==> src/rtl/ahb_mtx_input_stage_hold.sv <==
// AHB bus-matrix per-master input stage: passes the live address phase straight through,
// or replays a held copy while the target output stage has not granted the port or is stalled.
module ahb_mtx_input_stage_hold #(
   parameter int unsigned ADDR_W = 32,
   parameter int unsigned USER_W = 4
) (
   input  logic              HCLK,
   input  logic              HRESETn,
   input  logic              HSELS,
   input  logic [ADDR_W-1:0] HADDRS,
   input  logic [USER_W-1:0] HAUSERS,
   input  logic [1:0]        HTRANSS,
   input  logic              HWRITES,
   input  logic [2:0]        HSIZES,
   input  logic [2:0]        HBURSTS,
   input  logic [3:0]        HPROTS,
   input  logic [3:0]        HMASTERS,
   input  logic              HMASTLOCKS,
   input  logic              HREADYS,
   input  logic              active_ip,
   input  logic              readyout_ip,
   input  logic              resp_ip,
   output logic              sel_ip,
   output logic [ADDR_W-1:0] addr_ip,
   output logic [USER_W-1:0] auser_ip,
   output logic [1:0]        trans_ip,
   output logic              write_ip,
   output logic [2:0]        size_ip,
   output logic [2:0]        burst_ip,
   output logic [3:0]        prot_ip,
   output logic [3:0]        master_ip,
   output logic              mastlock_ip,
   output logic              held_tran_ip,
   output logic              HREADYOUTS,
   output logic              HRESPS
);

   logic live_valid;
   logic accept;
   logic pend;
   logic pend_nxt;
   logic dphase;
   logic dphase_nxt;

   logic [ADDR_W-1:0] hold_addr;
   logic [USER_W-1:0] hold_auser;
   logic [1:0]        hold_trans;
   logic              hold_write;
   logic [2:0]        hold_size;
   logic [2:0]        hold_burst;
   logic [3:0]        hold_prot;
   logic [3:0]        hold_master;
   logic              hold_mastlock;

   // Only NONSEQ/SEQ request; IDLE and BUSY never do.
   assign live_valid   = HSELS & HTRANSS[1] & HREADYS;
   assign held_tran_ip = pend | live_valid;
   assign accept       = held_tran_ip & active_ip & readyout_ip;

   // Next-state for the pending-address flag and the downstream data-phase flag.
   always_comb begin
      pend_nxt   = pend & ~accept;
      dphase_nxt = dphase;
      if (live_valid) begin
         pend_nxt = ~accept;
      end
      if (accept) begin
         dphase_nxt = 1'b1;
      end else if (dphase && readyout_ip) begin
         dphase_nxt = 1'b0;
      end
   end

   always_ff @(posedge HCLK or negedge HRESETn) begin
      if (!HRESETn) begin
         pend   <= 1'b0;
         dphase <= 1'b0;
      end else begin
         pend   <= pend_nxt;
         dphase <= dphase_nxt;
      end
   end

   // Capture every requesting address phase so it can be replayed if not accepted.
   always_ff @(posedge HCLK or negedge HRESETn) begin
      if (!HRESETn) begin
         hold_addr     <= '0;
         hold_auser    <= '0;
         hold_trans    <= 2'b00;
         hold_write    <= 1'b0;
         hold_size     <= 3'd0;
         hold_burst    <= 3'd0;
         hold_prot     <= 4'd0;
         hold_master   <= 4'd0;
         hold_mastlock <= 1'b0;
      end else if (live_valid) begin
         hold_addr     <= HADDRS;
         hold_auser    <= HAUSERS;
         hold_trans    <= HTRANSS;
         hold_write    <= HWRITES;
         hold_size     <= HSIZES;
         hold_burst    <= HBURSTS;
         hold_prot     <= HPROTS;
         hold_master   <= HMASTERS;
         hold_mastlock <= HMASTLOCKS;
      end
   end

   // Zero-latency pass-through unless a held transfer is pending.
   always_comb begin
      sel_ip      = HSELS;
      addr_ip     = HADDRS;
      auser_ip    = HAUSERS;
      trans_ip    = HTRANSS;
      write_ip    = HWRITES;
      size_ip     = HSIZES;
      burst_ip    = HBURSTS;
      prot_ip     = HPROTS;
      master_ip   = HMASTERS;
      mastlock_ip = HMASTLOCKS;
      if (pend) begin
         sel_ip      = 1'b1;
         addr_ip     = hold_addr;
         auser_ip    = hold_auser;
         trans_ip    = hold_trans;
         write_ip    = hold_write;
         size_ip     = hold_size;
         burst_ip    = hold_burst;
         prot_ip     = hold_prot;
         master_ip   = hold_master;
         mastlock_ip = hold_mastlock;
      end
   end

   assign HREADYOUTS = ~pend & (~dphase | readyout_ip);
   assign HRESPS     = dphase & resp_ip;

endmodule

==> config.mk <==
export PLATFORM = sky130hd
export DESIGN_NAME = ahb_mtx_input_stage_hold
export DESIGN_NICKNAME = d
export VERILOG_FILES = /design/src/rtl/ahb_mtx_input_stage_hold.sv
export SDC_FILE = /design/constraint.sdc
export NUM_CORES = 1
export LEC_CHECK = 0
export CAP_MARGIN = 10
export CORE_ASPECT_RATIO = 1.2
export CORE_MARGIN = 8
export CORE_UTILIZATION = 34
export DETAILED_ROUTE_END_ITERATION = 12
export DONT_BUFFER_PORTS = 1
export PLACE_DENSITY_LB_ADDON = 0.2
export SYNTH_ARGS = -nofsm -noshare
export SYNTH_HDL_FRONTEND = slang
export SYNTH_SLANG_ARGS = --single-unit
==> constraint.sdc <==
create_clock -name HCLK -period 1.3 [get_ports HCLK]
set_input_delay 0.195 -clock HCLK [delete_from_list [all_inputs] [get_ports HCLK]]
set_output_delay 0.195 -clock HCLK [all_outputs]
set_load 0.03 [all_outputs]
Yosys cells after proc, flatten, opt, wreduce, memory -nomap -nowiden
Index checks and enable logic that the tools add are counted.

Multiplexer cells: 13. Bitwise logic cells: 12. Reduce and logical (&&, ||, !) cells: 2.

Operators by type and width (number): two-way mux 32 bit (1); two-way mux 4 bit (3); bitwise AND 1 bit (7); two-way mux 1 bit (6); two-way mux 3 bit (2); NOT 1 bit (3); two-way mux 2 bit (1); OR 1 bit (2); nonzero test 2 bit (1); logical AND 1 bit (1).

Register bits after elaboration: 56. Input port bits: 61. Word-level logic and storage cells: 38.

Logic depth before layout (Yosys ltp)
Word-level depth: 8. Gate-level depth with buffers: 4. Gate-level depth less buffers: 2.

Least setup slack after synthesis
OpenSTA, ideal clock, no wires.

Path kind: register to output. Start: register pend. End: output port HREADYOUTS. Data arrival time: 1.194 ns. Required time: 1.105 ns. Setup slack: -0.089 ns. Cell stages (with the launch flop): 4. Path buffers: 2. Path through: dfrtp_1 buf_2 buf_4 a21oi_1.

Longest elaborated chain between the ends: 2.

RTL lines: start, declared (RTL line 40) `logic pend;`; start signal, assigned (RTL line 79) `pend <= pend_nxt;`; NOT 1 bit (RTL line 135) `assign HREADYOUTS = ~pend & (~dphase | readyout_ip);`; bitwise AND 1 bit (RTL line 135); end, declared (RTL line 34) `output logic HREADYOUTS,`.

No other way between the ends.

Worst setup path in the final report
Start: register pend. End: output port write_ip.

Longest elaborated chain between the ends: 1.

RTL lines: two-way mux 1 bit (RTL line 121) `if (pend) begin`; end, declared (RTL line 27) `output logic write_ip,`.

No other way between the ends.

==> flow_summary.yaml <==
drt:
  drt_iter0_drc: 17
  drt-total-wl_microns: 6069
  drtPass1Iterations: 2
  dr_total_vias: 1518
  route.met3.wl_microns: 544
  wire_per_inst_microns: 21.22
  via_per_inst: 5.308
  drt-met1-wl_microns: 2189
  remaining_drc_errors: 0
  maxUsedRoutingLayer: "met4"
  wl_met2_microns: 3302
  detail-route-antenna-nets: 0
synth:
  synth_area_leader_cell: "dfrtp_1"
  ys_ff_latch: 56
  seq_area_frac_synth_pct: 50.02
  avgSynthCellArea_sq_um: 15.14
  netlist_area_sq_um: 2801
  synth_top_cell_area_share_pct: 50.02
  synth_nets: 246
  synth_cells: 185
  ys_types: 15
  yosysWarnings: 0
  synth_area_leaders: "dfrtp_1 (50%), mux2_2 (41%), clkbuf_8 (2.5%)"
status:
  violations: "negative hold slack, negative setup slack"
  status: "finished, violations left"
power:
  switchingPower_mw: 1.557
  p_int_mw: 3.063
  p_leak_nw: 1.309
  switching_share_pct: 33.70
  power.share.sequential_pct: 48.2
  comb_power_share_pct: 31.7
  power.share.clock_pct: 20.2
  ir_worst_vdd_mv: 0.4665
  power_density_nw_per_um2: 1495
sta:
  max_freq_ghz: 0.6188
  finalSetupViolations: 57
  whs_ns: -0.4264
  setup_slack_ns: -0.3160
  final_hold_viol_count: 56
  fin_crit_ns: 1.616
  drv_slew: 0
  rsz0062_at_grt: "true"
  period_share_pct: 124.3
  relSlewSlack_pct: 82.18
  finalSetupTns_ns: -15.96
  finClkSkew_ns: 0.0001286
  worstMarginPinSlew_ns: 0.2661
placement:
  dp_hpwl_microns: 4713
  dp_cells: 276
  portBuffers: 0
  routabilityCongestion: 0.7114
die:
  die_x_microns: 98.86
  core.rowCount: 36
  ios: 119
  start_util_pct: 34.75
  core-area_sq_um: 8063
  die_h_microns: 115.4
  die-area_sq_um: 11410
setup_path:
  critPathRequiredTime_ns: 1.11
  path_class: "flip-flop to output pin"
  cp.arrival_ns: 1.42
  endpoint_kind: "output pin"
  start_kind: "flip-flop"
  r2r_slack_ns: 0.26
  critPathTopFamily: "multiplexers"
  cp_num_buf_inv: 1
  crit_fanout: 27
  critPathMaxStageDelay_ns: 0.45
  path_cells: "buf_12 > mux2_2"
  crit_slowest_cell: "mux2_2"
clocking:
  cts_sinks: 56
  hold_buffers: 2
  cts_htree_levels: 2
  clk_pin_slew_ns: 0.10
  clk_latency_ns: 0.30
  cts-root-buf: "clkbuf_8"
  cts_buffer_depth: 2
  cts_buffers: 5
  cts_tree: "done"
global_routing:
  grtUsageTotal_pct: 10.43
  antenna_found_initial: 0
  grt.overflow.total: 0
  grt_pass1_vias: 1745
  grt_first_pass_wirelength_microns: 9425
  grt_max_degree: 57
finish:
  final_nets: 251
  drive_gt1_share_pct: 66.49
  n_antenna_cell: 0
  layout.cells.most_common_list: "mux2_2 (86), dfrtp_1 (55), mux2_4 (21)"
  final_common_cell: "mux2_2"
  final-instance-count-excl-fill: 286
  area_growth_pct: 10.32
worst_hold_path:
  min_path_type: "input pin to async pin"
job:
  maxCapViolCount: 0
[path summary, 6_finish.rpt]
path | start | endpoint | depth (start not counted)
worst min register to register | hold_trans[1]$_DFFE_PN0P_ | hold_trans[1]$_DFFE_PN0P_ | 1
min in group HCLK | active_ip | dphase$_DFFE_PN0P_ | 2
worst max-delay path | pend$_DFF_PN0_ | write_ip | 2
max in group asynchronous | HRESETn | hold_addr[31]$_DFFE_PN0P_ | 0
worst max register to register | pend$_DFF_PN0_ | dphase$_DFFE_PN0P_ | 3
worst min-delay path | HRESETn | hold_size[0]$_DFFE_PN0P_ | 0
[final cells by class]
cell class              count  area (sq um)
inverters                   2         7.507
clock buffers               6         72.57
repair buffers              9         117.6
multi-input cells         116          1355
well taps                  95         118.9
fillers                   752          4972
flip-flops and latches     56          1403
clock inverters             2         16.27
[Yosys cell counts (all sizes together)]
cell / instances
dfrtp: 56
nand3: 1
mux2: 107
buf: 6
or2b: 1
a31oi: 1
clkbuf: 5
a21oi: 2
nand2: 1
or2: 1
o2bb2ai: 1
and2: 1
inv: 2
[power groups by stage]
stage	combinational [mW]	sequential [mW]	clock, mW
2_1_floorplan	1.27	2.19	0
3_3_place_gp	1.38	2.23	0
3_5_place_dp	1.42	2.25	0
4_1_cts	1.48	2.22	0.985
5_1_grt	1.54	2.26	1.06
6_report	1.46	2.22	0.932
[per-stage QoR]
stage / worst slack, ns / utilization, % / area (sq um) / power [mW] / hold slack, ns
3_5_place_dp: 0.0008740 / 36.08 / 2909 / 3.668 / -0.09853
6_report: -0.3160 / 38.33 / 3090 / 4.619 / -0.4264
5_1_grt: -0.3743 / 38.33 / 3090 / 4.870 / -0.4594
3_3_place_gp: 0.04533 / 36.08 / 2909 / 3.615 / -0.09847
4_1_cts: -0.3352 / 38.27 / 3085 / 4.694 / -0.4400
2_1_floorplan: -0.02683 / - / 2805 / 3.461 / -0.1006
[flip-flops by register name, summed over array words and instances, names as in the netlist]
register	cells
dphase	1
hold_addr	32
hold_auser	4
hold_burst	3
hold_master	4
hold_mastlock	1
hold_prot	4
hold_size	3
hold_trans	2
hold_write	1
pend	1
[layer usage]
metal | vias up | GRT usage (%)
li1 | 673 | -
met1 | 776 | 10.74
met2 | 67 | 19.00
met3 | 2 | 4.387
met4 | 0 | 2.769
met5 | - | 0
[repair_timing]
item	4_1_cts	5_1_grt
endpoints found under the setup margin	57	58
hold endpoints to repair	57	56
buffers inserted	0	0
gates resized for setup	19	2
[kinds of logic (layout without fill, tap and decap cells)]
kind of cell    after synthesis  count (layout)  synth area share, %
mux                         107             107                43.55
flops                        56              56                50.02
buf+inv                      13              19                4.064
simple gates                  5               5                1.474
compound gates                4               4               0.8935
(Power assumes the default switching activity.)
